--- src/rtl/psk_stream_mapper.sv ---
// psk_stream_mapper: bit-serial BPSK/QPSK/8-PSK Gray mapper with a
// valid/ready symbol output and one pending-symbol slot.
// Optional feature macro: PSK_PI4_QPSK_EN (pi/4-alternating QPSK, adds pi4_en).
//
// Handshake: a bit moves when bit_valid && bit_ready; a symbol moves when
// sym_valid && sym_ready. bit_ready depends only on registered state, and
// i_out/q_out stay stable while sym_valid && !sym_ready.
module psk_stream_mapper #(
  parameter int OUT_W = 4,
  parameter int AMP   = 2,
  parameter int DIAG  = 1
) (
  input  logic             clk,
  input  logic             rst_n,
  input  logic             clear,
  input  logic [1:0]       mode,
  input  logic             bit_in,
  input  logic             bit_valid,
`ifdef PSK_PI4_QPSK_EN
  input  logic             pi4_en,
`endif
  output logic             bit_ready,
  output logic [OUT_W-1:0] i_out,
  output logic [OUT_W-1:0] q_out,
  output logic             sym_valid,
  input  logic             sym_ready,
  output logic             mode_err
);

  localparam logic [OUT_W-1:0] P_A  = OUT_W'(AMP);
  localparam logic [OUT_W-1:0] N_A  = OUT_W'(-AMP);
  localparam logic [OUT_W-1:0] P_D  = OUT_W'(DIAG);
  localparam logic [OUT_W-1:0] N_D  = OUT_W'(-DIAG);
  localparam logic [OUT_W-1:0] ZERO = '0;

  // Gray-coded constellation lookup; rot selects the on-axis QPSK set.
  function automatic logic [2*OUT_W-1:0] psk_map(input logic [1:0] m,
                                                 input logic [2:0] b,
                                                 input logic       rot);
    logic [2*OUT_W-1:0] r;
    r = {ZERO, ZERO};
    case (m)
      2'd0: r = b[0] ? {N_A, ZERO} : {P_A, ZERO};
      2'd1: begin
        if (rot) begin
          case (b[1:0])
            2'b00:   r = {P_A, ZERO};
            2'b01:   r = {ZERO, P_A};
            2'b11:   r = {N_A, ZERO};
            default: r = {ZERO, N_A};
          endcase
        end else begin
          case (b[1:0])
            2'b00:   r = {P_D, P_D};
            2'b01:   r = {N_D, P_D};
            2'b11:   r = {N_D, N_D};
            default: r = {P_D, N_D};
          endcase
        end
      end
      2'd2: begin
        case (b)
          3'b000:  r = {P_A, ZERO};
          3'b001:  r = {P_D, P_D};
          3'b011:  r = {ZERO, P_A};
          3'b010:  r = {N_D, P_D};
          3'b110:  r = {N_A, ZERO};
          3'b111:  r = {N_D, N_D};
          3'b101:  r = {ZERO, N_A};
          default: r = {P_D, N_D};
        endcase
      end
      default: r = {ZERO, ZERO};
    endcase
    return r;
  endfunction

  logic [1:0]       count_q, count_d;
  logic [1:0]       shift_q, shift_d;
  logic [1:0]       mode_q, mode_d;
  logic             pend_q, pend_d;
  logic [2:0]       pend_bits_q, pend_bits_d;
  logic [1:0]       pend_mode_q, pend_mode_d;
  logic [OUT_W-1:0] i_q, i_d, q_q, q_d;
  logic             valid_q, valid_d;
  logic             err_q;
  logic             rot_q, rot_d;
  logic             pi4_on;

`ifdef PSK_PI4_QPSK_EN
  assign pi4_on = pi4_en;
`else
  assign pi4_on = 1'b0;
`endif

  logic             bit_fire, sym_fire, out_free, complete, load;
  logic [1:0]       cur_mode, n_bits, ld_mode;
  logic [2:0]       sym_bits, ld_bits;
  logic [2*OUT_W-1:0] mapped;

  assign bit_ready = !pend_q;
  assign bit_fire  = bit_valid && bit_ready && !clear;
  assign sym_fire  = valid_q && sym_ready;
  assign out_free  = !valid_q || sym_ready;
  // Mode is sampled on the first bit of a symbol and held until it completes.
  assign cur_mode  = (count_q == 2'd0) ? mode : mode_q;
  assign n_bits    = (cur_mode == 2'd0) ? 2'd1 : (cur_mode == 2'd1) ? 2'd2 : 2'd3;
  assign sym_bits  = {shift_q, bit_in};
  assign complete  = bit_fire && ((count_q + 2'd1) == n_bits);

  // Next-state for collector, pending slot and output register.
  always_comb begin
    count_d     = count_q;
    shift_d     = shift_q;
    mode_d      = mode_q;
    pend_d      = pend_q;
    pend_bits_d = pend_bits_q;
    pend_mode_d = pend_mode_q;
    i_d         = i_q;
    q_d         = q_q;
    valid_d     = valid_q;
    rot_d       = rot_q;
    load        = 1'b0;
    ld_bits     = sym_bits;
    ld_mode     = cur_mode;
    if (bit_fire) begin
      if (complete) begin
        count_d = 2'd0;
        shift_d = 2'b00;
      end else begin
        count_d = count_q + 2'd1;
        shift_d = {shift_q[0], bit_in};
        mode_d  = cur_mode;
      end
    end
    if (pend_q && sym_fire) begin
      load    = 1'b1;
      ld_bits = pend_bits_q;
      ld_mode = pend_mode_q;
      pend_d  = 1'b0;
    end else if (complete && out_free) begin
      load = 1'b1;
    end else if (complete) begin
      pend_d      = 1'b1;
      pend_bits_d = sym_bits;
      pend_mode_d = cur_mode;
    end else if (sym_fire) begin
      valid_d = 1'b0;
    end
    mapped = psk_map(ld_mode, ld_bits, pi4_on && rot_q);
    if (load) begin
      i_d     = mapped[2*OUT_W-1:OUT_W];
      q_d     = mapped[OUT_W-1:0];
      valid_d = 1'b1;
      if (pi4_on && ld_mode == 2'd1) rot_d = !rot_q;
    end
    if (clear) begin
      count_d = 2'd0;
      shift_d = 2'b00;
      pend_d  = 1'b0;
      i_d     = '0;
      q_d     = '0;
      valid_d = 1'b0;
      rot_d   = 1'b0;
    end
  end

  // Datapath and control registers.
  always_ff @(posedge clk or negedge rst_n) begin
    if (!rst_n) begin
      count_q     <= 2'd0;
      shift_q     <= 2'b00;
      mode_q      <= 2'd0;
      pend_q      <= 1'b0;
      pend_bits_q <= 3'b000;
      pend_mode_q <= 2'd0;
      i_q         <= '0;
      q_q         <= '0;
      valid_q     <= 1'b0;
      rot_q       <= 1'b0;
    end else begin
      count_q     <= count_d;
      shift_q     <= shift_d;
      mode_q      <= mode_d;
      pend_q      <= pend_d;
      pend_bits_q <= pend_bits_d;
      pend_mode_q <= pend_mode_d;
      i_q         <= i_d;
      q_q         <= q_d;
      valid_q     <= valid_d;
      rot_q       <= rot_d;
    end
  end

  // Sticky reserved-mode flag; only rst_n clears it.
  always_ff @(posedge clk or negedge rst_n) begin
    if (!rst_n) err_q <= 1'b0;
    else if (complete && cur_mode == 2'd3) err_q <= 1'b1;
  end

  assign i_out     = i_q;
  assign q_out     = q_q;
  assign sym_valid = valid_q;
  assign mode_err  = err_q;

endmodule

--- config.mk ---
export PLATFORM = sky130hd
export DESIGN_NAME = psk_stream_mapper
export DESIGN_NICKNAME = d
export VERILOG_FILES = /design/src/rtl/psk_stream_mapper.sv
export SDC_FILE = /design/constraint.sdc
export NUM_CORES = 1
export LEC_CHECK = 0
export ABC_AREA = 0
export BUFFER_PORTS_ARGS = -buffer_cell sky130_fd_sc_hd__buf_2
export CORE_MARGIN = 2
export CORE_UTILIZATION = 39
export CTS_CLUSTER_SIZE = 24
export DETAILED_ROUTE_END_ITERATION = 10
export HOLD_SLACK_MARGIN = 0.06
export SYNTH_ARGS = -nofsm -noshare
export SYNTH_HDL_FRONTEND = slang
export SYNTH_SLANG_ARGS = --single-unit
--- constraint.sdc ---
create_clock -name clk -period 3.15 [get_ports clk]
set_input_delay 0.1575 -clock clk [delete_from_list [all_inputs] [get_ports clk]]
set_output_delay 0.1575 -clock clk [all_outputs]
set_load 0.05 [all_outputs]
Word-level counts from Yosys, hierarchy flattened. Index checks and enable logic that the tools add are counted.

Input port bits: 8. Register bits: 22. Output and inout bits: 11. Word-level logic and storage cells: 86.

Reductions and logical operators: 24. Bitwise operators: 3. Mux-type cells: 31. Add/sub/neg operators: 1. Eq/ne operators: 17.

Operators by type and width (number): $pmux 8 s7 (1); $pmux 8 s3 (2); $mux 2 (9); $mux 4 (4); $mux 1 (13); $eq 3x3->1 const B (3); $ne 3x3->1 const B (3); $logic_not 2->1 (4); $mux 8 (1); $logic_and 1x1->1 (7); $eq 2x1->1 const B (3); $eq 2x2->1 const B (3); $eq 3x2->1 const B (2); $reduce_bool 3->1 (2); $reduce_and 2->1 (2); $reduce_and 4->1 (1); $reduce_bool 2->1 (2); $eq 3x1->1 const B (1); $logic_not 1->1 (3); $logic_not 3->1 (1); $mux 3 (1); $ne 3x2->1 const B (1); $not 1->1 (3); $reduce_and 3->1 (1); 3 further kinds (3).

Longest topological paths before layout.
Depth after elaboration: 12. Gate-level depth with buffers: 8.

Worst setup path before layout. OpenSTA, ideal clock, no wires.

Path kind: reg-to-reg. Start point: register count_q[0]. End point: register pend_bits_q[0]. Stages on the path, launching flop included: 9. Setup slack: 0.828 ns. Arrival time: 2.197 ns. Required time: 3.025 ns. Setup time: 0.125 ns. Path through: dfrtp_1 -> inv_1 -> ha_1 -> buf_6 -> mux2_4 -> and3_4 -> o31a_2 -> nand2_2 -> mux2_4.

Word-level cells in the longest chain between the ends: 10.

RTL lines: start: declaration (line 78) `logic [1:0] count_q, count_d;`; start signal: assignment (line 182) `count_q <= count_d;`; $logic_not 2->1 (line 106) `assign cur_mode = (count_q == 2'd0) ? mode : mode_q;`; $mux 2 (line 106); $eq 2x1->1 (line 107) `assign n_bits = (cur_mode == 2'd0) ? 2'd1 : (cur_mode == 2'd1) ? 2'd2 : 2'd3;`; $mux 1 (line 107); $mux 2 (line 107); $eq 2x2->1 (*) (line 109) `assign complete = bit_fire && ((count_q + 2'd1) == n_bits);`; $logic_and 1x1->1 (*) (line 109); $logic_and 1x1->1 (line 141) `end else if (complete && out_free) begin`; $not 1->1 (no line); $reduce_and 3->1 (no line) (*); end signal: assignment (line 186) `pend_bits_q <= pend_bits_d;`; end: declaration (line 82) `logic [2:0] pend_bits_q, pend_bits_d;`.

Every way passes the cells marked *; elsewhere a longest branch is shown, timed or not. A chain may end at the register's enable or synchronous reset.

Final worst setup path. Ends and elaborated chain as after synthesis.

==> summary.txt <==
Die
  • Vert. Die Dim: 62.8 um
  • Starting Density: 40.4%
  • FP Rows: 21
  • I/O pins: 19
  • Die width: 62.8 um
  • Die area: 3940 um2
  • Core ar.: 3340 um2

Setup path
  • Worst Path Max Fanout: 7
  • Crit path max-delay family: multiplexers
  • Worst setup SP type: register
  • Cells along the critical path: inv_1 -> ha_1 -> mux2i_1 -> nor3_2 -> o31a_2 -> nand2_2 -> mux2_4
  • Worst path required time: 3.35 ns
  • Worst path max stage delay: 0.54 ns
  • Slowest-stage cell, CP: mux2i_1
  • CP bufs+invs: 1
  • Crit Path Category: reg2reg
  • CP arrival: 2.80 ns
  • Worst Setup End Kind: register

Synth
  • Most repeated cell in the gate-level netlist after synthesis: dfrtp_1
  • Biggest area consumer among synthesized cells: dfrtp_1
  • Mux cell area share after synthesis: 6.04%
  • Top-area cell type share of the netlist area: 35.3%
  • Synth Cell Area: 1350 um2
  • Post-synth top cells: 19 x dfrtp_1, 15 x o21ai_0, 11 x nand2_1
  • Synth Area in Compound Gates: 26.5%
  • Synthesized flop and latch total: 19
  • Post-synth EDFFs: 0
  • Mapped Avg Cell Area: 8.75 um2
  • Synth Area in Simple Gates: 22.9%
  • Register area share after synthesis: 35.3%
  • Post-Syn Nets: 163
  • Yosys warns: 0
  • Post-synthesis xor/xnor area fraction: 1.95%
  • Adder-cell share of the synthesized area: 0.929%
  • Cells taking the most area after synthesis: dfrtp_1 35%, o21ai_0 5.6%, nand2_1 3.1%, mux2i_1 3.0%, nor2_1 2.8%
  • Largest family of logic cells by synthesized area: compound AO/OA/AOI/OAI gates
  • Post-synthesis cell count: 154
  • Top_reg_cell synth: dfrtp_1
  • Library cells used by synthesis: 52
  • Async set or reset register ratio after synthesis: 100%

Placement
  • Placed inst area: 1440 um2
  • Placed cell count: 207
  • Pre-CTS WS: 0.583 ns
  • Post-detail-place hpwl: 2370 um
  • IO Port Bufs: 18
  • Gpl congestion: 0.836

Job
  • Maxcap violations: 0

STA
  • WHS: 0.128 ns
  • Fin Setup TNS: 0 ns
  • Final Max Slew Viols: 0
  • Setup ws final: 0.550 ns
  • Final-report hold violation count: 0
  • Post-route minimum period: 2.60 ns
  • Worst slew pin tran: 0.613 ns
  • Final Cycle Share: 82.6%
  • Max Fclk: 385 MHz
  • Unrepaired setup endpoints after global routing: false
  • Setup-failing EPs final: 0
  • Max-slew headroom: 58.0%
  • Clk_skew: 0.00483 ns

Finish
  • Final core occ: 44.1%
  • Non-filler instance count after layout: 212
  • Synthesis-to-finish area growth: 9.19%
  • Antenna Cells: 0
  • Fin area: 1470 um2
  • Layout cells sized above 1: 19.3%
  • Nets: 176

Power
  • PwrDens: 545 nW/um2
  • Total chip power: 801 uW
  • Worst vdd ir: 0.000233 V
  • Cell leakage power: 0.609 nW

Clock network
  • CTS tree: yes
  • Clk Latency, worst-skew pair: 0.30 ns
  • Post-CTS Setup Inserts: 0
  • Clock slew at reported path FFs: 0.11 ns
  • CTS resizes: 0
  • CTS root buf: clkbuf_4
  • Clock buffer depth: 2
  • Htree depth: 1
  • Num Clock Sinks: 19
  • Post-CTS Hold Buffers: 1
  • CTS buffer count: 3

Drt
  • Avg Vias per Cell: 5.63
  • Pre-antenna DRT Iters: 4
  • DRT antenna net count: 0
  • Drt initial violations: 32
  • DR WL/cell: 14.6 um
  • DR vias: 1193
  • Routed wire length: 3100 um
  • # DRC: 0

Worst hold path
  • Hold Crit Class: in2reg

GRT
  • Total track usage: 16.7%
  • Met2 GRT Util: 26.5%
  • Total global routing overflow: 0
  • Met1 usage: 24.6%
  • Initial antenna violation count: 0
  • Vias in the first global route: 1131
  • Grt met3 use: 1.62%
  • GRT busiest layer: met2
  • Largest net degree at the start of global routing: 20
  • First-pass GRT wire length: 5310 um

Outcome
  • Outcome: finished, final reports clean
[sequential cells by signal, indices dropped and copies added (netlist names)]
register / count
pend_bits_q: 3
mode_q: 2
sym_valid: 1
i_out: 3
pend_q: 1
shift_q: 2
pend_mode_q: 2
count_q: 2
mode_err: 1
q_out: 2
[kinds of logic after synthesis]
kind of cell | count (synthesis)
compound gates | 50
xor+xnor | 3
fa+ha+maj | 1
buf+inv | 18
flops | 19
mux | 7
simple gates | 56
[power by group]
group	switching (mW)	total [mW]	internal [mW]
clock	0.0786	0.128	0.0494
sequential	0.0517	0.334	0.283
combinational	0.220	0.339	0.120
total	0.350	0.801	0.452
[cell usage in the layout (no fill, tap or decap), drive strengths merged, types with 2 or more instances in the layout]
master / instances
o21ai: 15
o211ai: 4
inv: 7
nor2: 11
o31ai: 3
dfrtp: 19
a31oi: 2
and3: 2
or3: 2
nand2b: 5
nor2b: 5
nand2: 12
mux2i: 4
xnor2: 2
a21oi: 7
a221oi: 2
nor3: 7
clkbuf: 4
nand3: 7
buf: 18
mux2: 3
[routing by layer]
metal / vias up / share of wire, %
met2: 17 / 46
met3: 5 / 1.8
li1: 595 / -
met5: - / 0
met1: 576 / 51
met4: 0 / 1.1
[layout make-up]
type | count | area [um2]
flip-flops and latches | 19 | 475
multi-input cells | 117 | 786
inverters | 7 | 26.3
fillers | 345 | 1870
well taps | 46 | 57.6
repair buffers | 19 | 100
clock buffers | 4 | 26.3
[worst paths after layout]
path | from | end | slack, ns | depth (start not counted)
worst max-delay path | count_q[0]$_DFFE_PN0P_ | pend_bits_q[0]$_DFFE_PN0P_ | 0.55 | 7
worst min-delay path | clear | count_q[1]$_DFFE_PN0P_ | 0.13 | 2
worst max register to register | count_q[0]$_DFFE_PN0P_ | pend_bits_q[0]$_DFFE_PN0P_ | 0.55 | 7
worst min register to register | mode_err$_DFFE_PN0P_ | mode_err$_DFFE_PN0P_ | 0.50 | 1
max in group asynchronous | rst_n | sym_valid$_DFFE_PN0P_ | 2.51 | 2
min in group asynchronous | rst_n | mode_q[1]$_DFFE_PN0P_ | 0.33 | 2
No activity file was read; power rests on OpenSTA's default activity.
